$ cat src/rtl/spi_loader_pkg.sv
// Shared types and defaults for the SPI ROM loader.
// The optional checksum is enabled with the CHECKSUM_EN macro; see spi_rom_loader.sv.
package spi_loader_pkg;

    localparam int ADDR_W_DEF     = 16;
    localparam int LEN_W_DEF      = 16;
    localparam int FIFO_DEPTH_DEF = 4;

    typedef enum logic [1:0] {
        ST_IDLE  = 2'd0,
        ST_LOAD  = 2'd1,
        ST_DRAIN = 2'd2,
        ST_DONE  = 2'd3
    } load_state_e;

    // Running mod-256 byte sum used by the checksum option.
    function automatic logic [7:0] sum8(input logic [7:0] acc, input logic [7:0] b);
        return acc + b;
    endfunction

endpackage

$ cat src/rtl/spi_rom_loader_if.sv
// Byte stream from the SPI receive path plus the memory write port.
// master: the loader (consumes bytes, issues writes); slave: SPI/memory side.
interface spi_rom_loader_if
    import spi_loader_pkg::*;
#(
    parameter int ADDR_W = ADDR_W_DEF
) ();

    logic [7:0]        byte_data;
    logic              byte_valid;
    logic [ADDR_W-1:0] mem_addr;
    logic [7:0]        mem_data;
    logic              mem_we;
    logic              mem_ready;

    modport master (
        input  byte_data,
        input  byte_valid,
        input  mem_ready,
        output mem_addr,
        output mem_data,
        output mem_we
    );

    modport slave (
        output byte_data,
        output byte_valid,
        output mem_ready,
        input  mem_addr,
        input  mem_data,
        input  mem_we
    );

endinterface

$ cat src/rtl/spi_byte_fifo.sv
// Synchronous 8-bit FIFO. Full/empty are registered flags; the head byte is
// always visible on dout. A push while full is taken when a pop happens in
// the same cycle. DEPTH must be a power of two, >= 2.
module spi_byte_fifo
    import spi_loader_pkg::*;
#(
    parameter int DEPTH = FIFO_DEPTH_DEF
) (
    input  logic       clk,
    input  logic       reset,
    input  logic       push,
    input  logic       pop,
    input  logic [7:0] din,
    output logic [7:0] dout,
    output logic       full,
    output logic       empty
);

    localparam int PTR_W = $clog2(DEPTH);
    localparam int CNT_W = PTR_W + 1;
    localparam logic [PTR_W-1:0] PTR_ONE  = {{(PTR_W-1){1'b0}}, 1'b1};
    localparam logic [CNT_W-1:0] CNT_ONE  = {{(CNT_W-1){1'b0}}, 1'b1};
    localparam logic [CNT_W-1:0] CNT_FULL = CNT_W'(DEPTH);

    logic [7:0]       mem_r [DEPTH];
    logic [PTR_W-1:0] wr_ptr_r;
    logic [PTR_W-1:0] rd_ptr_r;
    logic [CNT_W-1:0] cnt_r;
    logic [CNT_W-1:0] cnt_nx_s;
    logic             full_r;
    logic             empty_r;
    logic             do_push_s;
    logic             do_pop_s;

    assign dout  = mem_r[rd_ptr_r];
    assign full  = full_r;
    assign empty = empty_r;

    // Qualify push/pop against the flags and compute the next occupancy.
    always_comb begin
        do_pop_s  = pop && !empty_r;
        do_push_s = push && (!full_r || do_pop_s);
        cnt_nx_s  = cnt_r;
        if (do_push_s && !do_pop_s) begin
            cnt_nx_s = cnt_r + CNT_ONE;
        end else if (do_pop_s && !do_push_s) begin
            cnt_nx_s = cnt_r - CNT_ONE;
        end else begin
            cnt_nx_s = cnt_r;
        end
    end

    // Storage, pointers and registered full/empty flags.
    always_ff @(posedge clk) begin
        if (!reset) begin
            for (int i = 0; i < DEPTH; i++) begin
                mem_r[i] <= 8'h00;
            end
            wr_ptr_r <= {PTR_W{1'b0}};
            rd_ptr_r <= {PTR_W{1'b0}};
            cnt_r    <= {CNT_W{1'b0}};
            full_r   <= 1'b0;
            empty_r  <= 1'b1;
        end else begin
            if (do_push_s) begin
                mem_r[wr_ptr_r] <= din;
                wr_ptr_r        <= wr_ptr_r + PTR_ONE;
            end
            if (do_pop_s) begin
                rd_ptr_r <= rd_ptr_r + PTR_ONE;
            end
            cnt_r   <= cnt_nx_s;
            full_r  <= (cnt_nx_s == CNT_FULL);
            empty_r <= (cnt_nx_s == {CNT_W{1'b0}});
        end
    end

endmodule

$ cat src/rtl/spi_rom_loader.sv
// SPI ROM loader: writes a received SPI byte stream into memory starting at
// base_addr, buffering through a small FIFO so memory stalls lose no data.
// Optional feature macro CHECKSUM_EN adds an 8-bit sum of all written bytes.
module spi_rom_loader
    import spi_loader_pkg::*;
#(
    parameter int ADDR_W     = ADDR_W_DEF,
    parameter int LEN_W      = LEN_W_DEF,
    parameter int FIFO_DEPTH = FIFO_DEPTH_DEF
) (
    input  logic               clk,
    input  logic               reset,
    input  logic               start,
    input  logic [ADDR_W-1:0]  base_addr,
    input  logic [LEN_W-1:0]   length,
    spi_rom_loader_if.master   bus,
    output logic               busy,
    output logic               done,
`ifdef CHECKSUM_EN
    output logic [7:0]         checksum,
`endif
    output logic               overflow
);

    localparam logic [ADDR_W-1:0] ADDR_ONE = {{(ADDR_W-1){1'b0}}, 1'b1};
    localparam logic [LEN_W-1:0]  LEN_ONE  = {{(LEN_W-1){1'b0}}, 1'b1};

    load_state_e       state_r;
    load_state_e       state_nx_s;
    logic [ADDR_W-1:0] addr_r;
    logic [LEN_W-1:0]  len_r;
    logic [LEN_W-1:0]  rx_cnt_r;
    logic              overflow_r;
    logic              busy_r;
    logic              done_r;
    logic              start_ok_s;
    logic              accept_s;
    logic              push_s;
    logic              drop_s;
    logic              pop_s;
    logic              fifo_full_s;
    logic              fifo_empty_s;
    logic [7:0]        fifo_dout_s;

    spi_byte_fifo #(
        .DEPTH (FIFO_DEPTH)
    ) u_fifo (
        .clk   (clk),
        .reset (reset),
        .push  (push_s),
        .pop   (pop_s),
        .din   (bus.byte_data),
        .dout  (fifo_dout_s),
        .full  (fifo_full_s),
        .empty (fifo_empty_s)
    );

    // The FIFO head is the pending write; a non-empty FIFO means mem_we.
    assign bus.mem_we   = !fifo_empty_s;
    assign bus.mem_data = fifo_dout_s;
    assign bus.mem_addr = addr_r;
    assign busy         = busy_r;
    assign done         = done_r;
    assign overflow     = overflow_r;

    // Byte acceptance, FIFO push/drop decisions and write-port pop.
    always_comb begin
        pop_s    = !fifo_empty_s && bus.mem_ready;
        accept_s = (state_r == ST_LOAD) && bus.byte_valid && (rx_cnt_r < len_r);
        push_s   = accept_s && (!fifo_full_s || pop_s);
        drop_s   = accept_s && fifo_full_s && !pop_s;
    end

    // Next-state logic; start is honoured only in IDLE or DONE.
    always_comb begin
        state_nx_s = state_r;
        start_ok_s = 1'b0;
        case (state_r)
            ST_IDLE, ST_DONE: begin
                if (start) begin
                    start_ok_s = 1'b1;
                    if (length == {LEN_W{1'b0}}) begin
                        state_nx_s = ST_DONE;
                    end else begin
                        state_nx_s = ST_LOAD;
                    end
                end else begin
                    state_nx_s = state_r;
                end
            end
            ST_LOAD: begin
                if (rx_cnt_r == len_r) begin
                    state_nx_s = ST_DRAIN;
                end else begin
                    state_nx_s = ST_LOAD;
                end
            end
            ST_DRAIN: begin
                if (fifo_empty_s) begin
                    state_nx_s = ST_DONE;
                end else begin
                    state_nx_s = ST_DRAIN;
                end
            end
            default: begin
                state_nx_s = ST_IDLE;
            end
        endcase
    end

    // State register with registered busy/done decodes of the next state.
    always_ff @(posedge clk) begin
        if (!reset) begin
            state_r <= ST_IDLE;
            busy_r  <= 1'b0;
            done_r  <= 1'b0;
        end else begin
            state_r <= state_nx_s;
            busy_r  <= (state_nx_s == ST_LOAD) || (state_nx_s == ST_DRAIN);
            done_r  <= (state_nx_s == ST_DONE);
        end
    end

    // Load parameters, stream position, write address and sticky overflow.
    always_ff @(posedge clk) begin
        if (!reset) begin
            addr_r     <= {ADDR_W{1'b0}};
            len_r      <= {LEN_W{1'b0}};
            rx_cnt_r   <= {LEN_W{1'b0}};
            overflow_r <= 1'b0;
        end else if (start_ok_s) begin
            addr_r     <= base_addr;
            len_r      <= length;
            rx_cnt_r   <= {LEN_W{1'b0}};
            overflow_r <= 1'b0;
        end else begin
            // A dropped byte still advances rx_cnt so the stream stays aligned.
            if (accept_s) begin
                rx_cnt_r <= rx_cnt_r + LEN_ONE;
            end
            if (drop_s) begin
                overflow_r <= 1'b1;
            end
            if (pop_s) begin
                addr_r <= addr_r + ADDR_ONE;
            end
        end
    end

`ifdef CHECKSUM_EN
    logic [7:0] checksum_r;

    assign checksum = checksum_r;

    // Sum of every byte accepted by the write port since the last start.
    always_ff @(posedge clk) begin
        if (!reset) begin
            checksum_r <= 8'h00;
        end else if (start_ok_s) begin
            checksum_r <= 8'h00;
        end else if (pop_s) begin
            checksum_r <= sum8(checksum_r, fifo_dout_s);
        end else begin
            checksum_r <= checksum_r;
        end
    end
`endif

endmodule

$ cat src/flat_wrapper.sv
// flat-port wrapper written by rule: the top's interface ports become plain ports
module spi_rom_loader_flat import spi_loader_pkg::*;
#(
    parameter int ADDR_W     = ADDR_W_DEF,
    parameter int LEN_W      = LEN_W_DEF,
    parameter int FIFO_DEPTH = FIFO_DEPTH_DEF
)
  (clk, reset, start, base_addr, length, busy, done, overflow, bus_byte_data, bus_byte_valid, bus_mem_ready, bus_mem_addr, bus_mem_data, bus_mem_we);
  spi_rom_loader_if #(.ADDR_W(ADDR_W)) bus_i ();
  input  logic clk;
  input  logic reset;
  input  logic start;
  input  logic [ADDR_W-1:0] base_addr;
  input  logic [LEN_W-1:0] length;
  output logic busy;
  output logic done;
  output logic overflow;
  input wire logic [$bits(bus_i.byte_data)-1:0] bus_byte_data;
  input wire logic [$bits(bus_i.byte_valid)-1:0] bus_byte_valid;
  input wire logic [$bits(bus_i.mem_ready)-1:0] bus_mem_ready;
  output wire logic [$bits(bus_i.mem_addr)-1:0] bus_mem_addr;
  output wire logic [$bits(bus_i.mem_data)-1:0] bus_mem_data;
  output wire logic [$bits(bus_i.mem_we)-1:0] bus_mem_we;
  assign bus_i.byte_data = bus_byte_data;
  assign bus_i.byte_valid = bus_byte_valid;
  assign bus_i.mem_ready = bus_mem_ready;
  assign bus_mem_addr = bus_i.mem_addr;
  assign bus_mem_data = bus_i.mem_data;
  assign bus_mem_we = bus_i.mem_we;
  spi_rom_loader #(.ADDR_W(ADDR_W), .LEN_W(LEN_W), .FIFO_DEPTH(FIFO_DEPTH)) u_core (.clk(clk), .reset(reset), .start(start), .base_addr(base_addr), .length(length), .bus(bus_i), .busy(busy), .done(done), .overflow(overflow));
endmodule
$ cat config.mk
export PLATFORM = sky130hd
export DESIGN_NAME = spi_rom_loader_flat
export DESIGN_NICKNAME = d
export VERILOG_FILES = /design/src/rtl/spi_loader_pkg.sv /design/src/rtl/spi_rom_loader_if.sv /design/src/rtl/spi_byte_fifo.sv /design/src/rtl/spi_rom_loader.sv /design/src/flat_wrapper.sv
export SDC_FILE = /design/constraint.sdc
export NUM_CORES = 1
export LEC_CHECK = 0
export CORE_UTILIZATION = 45
export DETAILED_ROUTE_END_ITERATION = 10
export PLACE_DENSITY_LB_ADDON = 0.08
export SLEW_MARGIN = 20
export SYNTH_ARGS = -nofsm -noshare
export SYNTH_HDL_FRONTEND = slang
export SYNTH_SLANG_ARGS = --single-unit
$ cat constraint.sdc
create_clock -name clk -period 3.7 [get_ports clk]
set_clock_uncertainty 0.1 [all_clocks]
set_input_delay 0.74 -clock clk [delete_from_list [all_inputs] [get_ports clk]]
set_output_delay 0.74 -clock clk [all_outputs]
set_load 0.02 [all_outputs]
==> results by group, run 1 <==
Run status
  • Status: completed

Yosys
  • Post-synth top cells: nand2_1, dfxtp_1, a21oi_1, and2_1, edfxtp_1
  • Post-synth cell types: 51
  • Largest family of logic cells by synthesized area: simple AND/OR/NAND/NOR gates
  • Xor and xnor area share after synthesis: 3.66%
  • Compound-gate portion of the synthesized area: 13.7%
  • Sequential share of the synthesized area: 46.9%
  • Post-Syn Nets: 555
  • Mux cell area share after synthesis: 3.98%
  • Async set-reset flop share out of synthesis: 0%
  • Area leader, netlist: dfxtp_1
  • Mapped Avg Cell Area: 9.82 µm²
  • Seq cells post-synth: 96
  • Synth Area in Adders: 6.02%
  • Top FF cell, synth: dfxtp_1
  • Synth Area in Simple Gates: 22.1%
  • Number of synthesized flops with an enable pin: 32
  • Synth top area cells: dfxtp_1, edfxtp_1, ha_1
  • Count leader, synth: nand2_1
  • Mapped cell area: 4780 µm²
  • Ys Warns: 0
  • Syn Inst Count: 487
  • Synth top area share: 26.8%

Clock network
  • Post-CTS Resized: 0
  • Cts bufs inserted: 9
  • Post-CTS Hold Fix Bufs: 0
  • Clk buf depth: 2
  • CTS tree: yes
  • # H-tree levels: 3
  • CTS Sinks: 96
  • Clock Latency Late Sink: 370 ps
  • Root buffer cell: clkbuf_8
  • Post-CTS setup buffers: 0
  • Reg clk slew, reported paths: 110 ps

Worst setup path
  • Worst setup SP type: register
  • Worst flop-to-flop path startpoint: u_core.rx_cnt_r[6]
  • Cell family with most CP delay: flip-flops
  • Max FO, Critical Path: 8
  • Crit end category: output pin
  • CP max stage delay: 660 ps
  • Worst Path Required: 2860 ps
  • Number of buffers and inverters on the critical path: 1
  • Critical path class: reg2out
  • Worst EP arrival: 2150 ps
  • Critical-path cell list: mux4_2 > clkdlybuf4s50_1
  • Reg-to-Reg End: u_core.u_fifo.mem_r[1][3]
  • Levels on crit path: 2
  • Crit-path slowest cell: dfxtp_1
  • Worst reg2reg path depth: 7
  • Reg2reg setup slack: 730 ps

STA
  • Final max-slew violation count: 0
  • Final period util: 80.7%
  • Final Hold Fails: 0
  • Minimum clock period: 2990 ps
  • Max_slew headroom: 48.4%
  • Final setup TNS: 0 ps
  • RSZ-0062 raised after global routing: no
  • Worst-margin pin slew: 774 ps
  • Fmax: 335 MHz
  • # setup viols final: 0

Finish
  • Layout cells sized above 1: 7.79%
  • Reg area: 2240 µm²
  • Final Non-Filler Cells: 701
  • Layout Nets: 628
  • Final instance area: 5880 µm²
  • FILL cells: 934
  • Core Util, Final: 56.9%
  • Diode count: 0
  • Area Overhead vs Synth: 22.9%
  • Multi-input gate area: 2370 µm²

Power
  • Pwr Total: 0.00340 W
  • Pwr/cell area: 578 nW/µm²
  • Peak supply drop: 0.388 mV
  • P_leak: 2.11 nW

Global route
  • Global route overflow: 0
  • Maximum number of pins on one net before global-route repair: 49
  • GRT Util Overall: 20.2%
  • Vias in the first global route: 3,641
  • First-pass GRT wire length: 17.7 mm
  • Initial antenna violation count: 0

Floorplan
  • I/O Pins: 73
  • Initial Util: 46.3%
  • Row count: 37
  • Core Footprint: 10,300 µm²
  • Die area: 11,000 µm²
  • Die W: 105 µm
  • Die Ht: 105 µm

Min path
  • Hold depth: 2
  • Hold EP: u_core.len_r[3]
  • Hold Crit Start: u_core.len_r[3]
  • Hold Path Class: reg2reg

Place
  • Placed Instances: 685
  • GPL Wtd Cong: 0.783
  • DP Area: 5660 µm²
  • I/O Buffers: 72
  • Post-DP HPWL: 7.59 mm

Routing
  • DR DRC count: 0
  • Antenna viol nets, final: 0
  • Via/cell ratio: 5.31
  • Drt initial violations: 277
  • Drt first pass iters: 4
  • WL/cell: 15.0 µm
  • Post-Route WL: 10.5 mm
  • Vias: 3,723

Flow run
  • Max Cap Viol: 0
-- worst reg2reg max path, delay by kind of cell, from the launching register on --
kind / cells / cell delay, ps
AO/OA/AOI/OAI: 2 / 610
AND/OR/NAND/NOR: 4 / 1100
flip-flops: 1 / 540
adder cells (fa/ha/maj): 1 / 290
-- routing by layer --
| metal | track usage [%] | up-vias | part of all wire (%) |
|---|---|---|---|
| li1 | - | 1900 | - |
| met5 | 0 | - | 0 |
| met4 | 5.13 | 0 | 0.93 |
| met2 | 32.4 | 85 | 46 |
| met3 | 4.55 | 8 | 4.2 |
| met1 | 27.7 | 1730 | 49 |
-- worst max-delay path by stage --
stage,startpoint,to,slack [ps]
after CTS,register,bus_mem_data[2],660
after global placement,bus_byte_valid,u_core.u_fifo.mem_r[1][6],570
after floorplan,u_core.rx_cnt_r[6],u_core.u_fifo.mem_r[0][0],960
final,register,bus_mem_data[2],710
after detailed placement,bus_byte_valid,u_core.u_fifo.mem_r[1][5],470
after global routing,u_core.rx_cnt_r[6],u_core.u_fifo.mem_r[1][3],580
-- layout by cell type (no fill, tap or decap), types with 3 or more instances in the layout --
cell type,synthesis,layout
or4_1,5,5
and3_1,10,10
o21ai_0,16,16
nor2b_1,3,3
dfxtp_1,64,64
xor2_1,13,13
or3_1,10,10
clkdlybuf4s50_1,0,72
buf_4,1,9
clkbuf_8,0,9
mux4_2,8,8
a21oi_1,39,39
nand4_2,3,3
inv_1,25,25
edfxtp_1,32,32
and4_1,4,4
nand3_1,6,6
nor4_1,6,6
o41ai_1,4,4
ha_1,23,23
nor2_1,24,24
a211oi_1,12,12
xnor2_1,7,7
nand4_1,10,10
o31ai_1,7,7
nand2_1,66,66
and2_1,39,39
-- layout make-up --
cell class                 instances  share of cell area, %
clock buffer                       9                   2.11
clock inverter                     7                   1.53
inverter                          25                   1.60
multi-input combinational        347                   40.3
sequential                        96                   38.2
tap                              136                   2.90
timing repair buffer              81                   13.4
-- flip-flops by register name, indices dropped and copies added, names as in the netlist, named ones only --
signal / cells
u_core.len_r: 16
u_core.busy: 1
u_core.bus.mem_addr: 16
u_core.rx_cnt_r: 16
u_core.u_fifo.cnt_r: 3
u_core.u_fifo.empty: 1
u_core.u_fifo.rd_ptr_r: 2
u_core.state_r: 2
u_core.u_fifo.wr_ptr_r: 2
u_core.overflow: 1
u_core.u_fifo.full: 1
u_core.u_fifo.mem_r: 32
u_core.done: 1
-- kinds of logic (layout without fill, tap and decap cells) --
logic type	count (synthesis)	after routing
DFF	96	96
and+or+nand+nor	195	195
adders and majority gates	23	23
AOI/OAI and AO/OA	100	100
muxes	9	9
buffers and inverters	44	122
xor gates and xnor gates	20	20
-- power breakdown --
part / switching (W) / internal, W
registers: 0.000141 / 0.00127
clock network: 0.000401 / 0.000326
logic: 0.000698 / 0.000561
-- metrics by stage --
| stage | worst slack, ps | hold WS (ps) |
|---|---|---|
| after floorplan | 962 | 336 |
| after global placement | 572 | 346 |
| after detailed placement | 468 | 348 |
| after CTS | 656 | 361 |
| after global routing | 580 | 370 |
| final | 714 | 360 |
Power figures use the tool's default switching activity.
==> run 2, diff against run 1 <==
clock period = 2.9 ns   (was 3.7 ns; I/O delays follow)
==> results by group, run 2 (same netlist as run 1, synthesis figures left out) <==
Power
  • Peak supply drop: 0.370 mV (-4.6%)
  • Logic pwr share: 38.5% (+1.5 points)
  • Clock share of power: 20.1% (-1.3 points)
  • Pwr/cell area: 729 nW/µm² (+26%)
  • P_leak: 2.16 nW (+2.5%)
  • Switch share: 37.3% (+0.86 points)
  • Sw Pwr: 0.00162 W (+30%)
  • Reg power frac: 41.4% (-0.2 points)
  • Design internal power: 0.00271 W (+26%)

STA
  • RSZ-0062 raised after global routing: no
  • Worst-margin pin slew: 497 ps (-277 ps)
  • Final setup TNS: 0 ps (unchanged)
  • # setup viols final: 0 (unchanged)
  • Fmax: 369 MHz
  • Final period util: 93.5%
  • Final max-slew violation count: 0 (unchanged)
  • Minimum clock period: 2710 ps
  • Max_slew headroom: 66.5% (+18 points)
  • Final Hold Fails: 0 (unchanged)

Floorplan
  • Row count: 37 (unchanged)
  • Die W: 105 µm (unchanged)
  • I/O Pins: 73 (unchanged)
  • Die area: 11,000 µm² (unchanged)
  • Initial Util: 46.3% (unchanged)
  • Core Footprint: 10,300 µm² (unchanged)
  • Die Ht: 105 µm (unchanged)

Place
  • I/O Buffers: 72 (unchanged)
  • GPL Wtd Cong: 0.865 (+11%)
  • Placed Instances: 695 (+1.5%)
  • DP Area: 5740 µm² (+1.3%)
  • Post-DP HPWL: 7.87 mm (+3.7%)

Worst setup path
  • Worst setup SP type: register
  • Worst flop-to-flop path startpoint: u_core.rx_cnt_r[3]
  • Worst EP arrival: 2910 ps (+760 ps)
  • Reg2reg setup slack: 190 ps (-540 ps)
  • Worst Path Required: 3100 ps (+240 ps)
  • Critical path class: reg2reg
  • Max FO, Critical Path: 16 (+8)
  • Worst reg2reg path depth: 7 (unchanged)
  • Reg-to-Reg End: u_core.rx_cnt_r[5]
  • Crit end category: register

Flow run
  • Max Cap Viol: 0 (unchanged)

Routing
  • Drt first pass iters: 4 (unchanged)
  • Post-Route WL: 10.7 mm (+1.8%)
  • Drt initial violations: 178 (-36%)
  • Antenna viol nets, final: 0 (unchanged)
  • WL/cell: 15.0 µm (+0.32%)
  • Vias: 3,801 (+2.1%)
  • DR DRC count: 0 (unchanged)
  • Via/cell ratio: 5.35 (+0.66%)

Clock network
  • Post-CTS Resized: 0 (unchanged)
  • Post-CTS setup buffers: 0 (unchanged)
  • Reg clk slew, reported paths: 100 ps (about the same)
  • Clock Latency Late Sink: 370 ps (about the same)
  • Post-CTS Hold Fix Bufs: 0 (unchanged)
  • CTS Sinks: 96 (unchanged)
  • Cts bufs inserted: 9 (unchanged)
  • # H-tree levels: 3 (unchanged)
  • Clk buf depth: 2 (unchanged)
  • Root buffer cell: clkbuf_8
  • CTS tree: yes

Global route
  • Initial antenna violation count: 0 (unchanged)
  • First-pass GRT wire length: 18.1 mm (+2.1%)
  • GRT Util Overall: 20.6% (+0.39 points)
  • Maximum number of pins on one net before global-route repair: 31 (-37%)
  • Vias in the first global route: 3,744 (+2.8%)
  • Global route overflow: 0 (unchanged)

Finish
  • Most flops, register: u_core.u_fifo.mem_r
  • Final instance area: 5930 µm² (+1.0%)
  • Final Non-Filler Cells: 711 (+1.4%)
  • Layout cells sized above 1: 9.39% (+1.6 points)
  • Diode count: 0 (unchanged)
  • Area Overhead vs Synth: 24.1%
  • Max FFs per register: 32 (unchanged)
  • Most frequent cells in the layout: clkdlybuf4s50_1, nand2_1, dfxtp_1
  • Layout Nets: 638 (+1.6%)
  • Most common cell after layout, fill and taps aside: clkdlybuf4s50_1

Min path
  • Hold Path Class: reg2reg
  • Hold Crit Start: u_core.len_r[4]
  • Hold depth: 2 (unchanged)
  • Hold EP: u_core.len_r[4]

Run status
  • Status: completed
## run 2: changes by cell type in the layout (fill, tap and decap cells not counted), sizes merged
| cell | previous run | this run |
|---|---|---|
| buf | 9 | 19 |
| inv | 27 | 29 |
| clkinvlp | 2 | 0 |
| bufinv | 1 | 0 |
| clkinv | 2 | 3 |
## run 2: worst max path at each step
stage,startpoint,to,slack [ps]
detailed placement,bus_byte_valid,u_core.rx_cnt_r[5],60
global route,u_core.rx_cnt_r[3],u_core.rx_cnt_r[5],70
global placement,bus_byte_valid,u_core.rx_cnt_r[5],130
floorplan,u_core.rx_cnt_r[6],u_core.u_fifo.mem_r[0][0],160
CTS,register,bus_mem_data[6],220
finish,u_core.rx_cnt_r[3],u_core.rx_cnt_r[5],190
## run 2: metrics by stage
step,hold WS [ps],total power [W],util [%],setup slack (ps)
after floorplan,336,0.00289,-,162
after global placement,346,0.00346,55.6,128
after detailed placement,350,0.00349,55.6,63.7
after CTS,363,0.00436,57.5,217
after global routing,381,0.00461,57.5,70.3
final,361,0.00433,57.5,189
## run 2: area by class of cell
cell class	instances	area [µm²]
Timing Repair Buffer	91	863
Inverter	25	93.8
Tap cell	136	170
Multi-Input combinational cell	347	2370
Sequential cell	96	2240
Clock inverter	7	73.8
Fill cell	928	4390
Clock buffer	9	124
## run 2: power by group through the flow
stage,registers [W],clock network [W],logic (W)
2_1_floorplan,0.00188,0,0.00101
4_1_cts,0.00179,0.000892,0.00168
5_1_grt,0.00182,0.000945,0.00184
3_3_place_gp,0.00181,0,0.00164
6_report,0.00179,0.000871,0.00167
3_5_place_dp,0.00182,0,0.00167
## run 2: metal layers
metal | global-route usage (%) | vias to the layer above | wire (µm)
met3 | 3.24 | 13 | 430
met4 | 6.44 | 0 | 119
met2 | 34.0 | 86 | 5010
met1 | 27.8 | 1778 | 5120
met5 | 0 | - | 0
li1 | - | 1924 | -
## run 2: worst max-delay path, stage by stage (launching register included)
cell and delay [ps]:
dfxtp_1 500, ha_1 290, and2_1 180, o21a_1 140, o21ai_2 360, nand4_2 390, or4_1 530, a21oi_1 150
==> run 3, diff against run 2 <==
CAP_MARGIN = 20   (was not set)
CTS_BUF_LIST = sky130_fd_sc_hd__clkbuf_8 sky130_fd_sc_hd__clkbuf_16   (was not set)
==> results of run 3 <==
No change in the layout: final DEF, timing and power equal those of run 2.
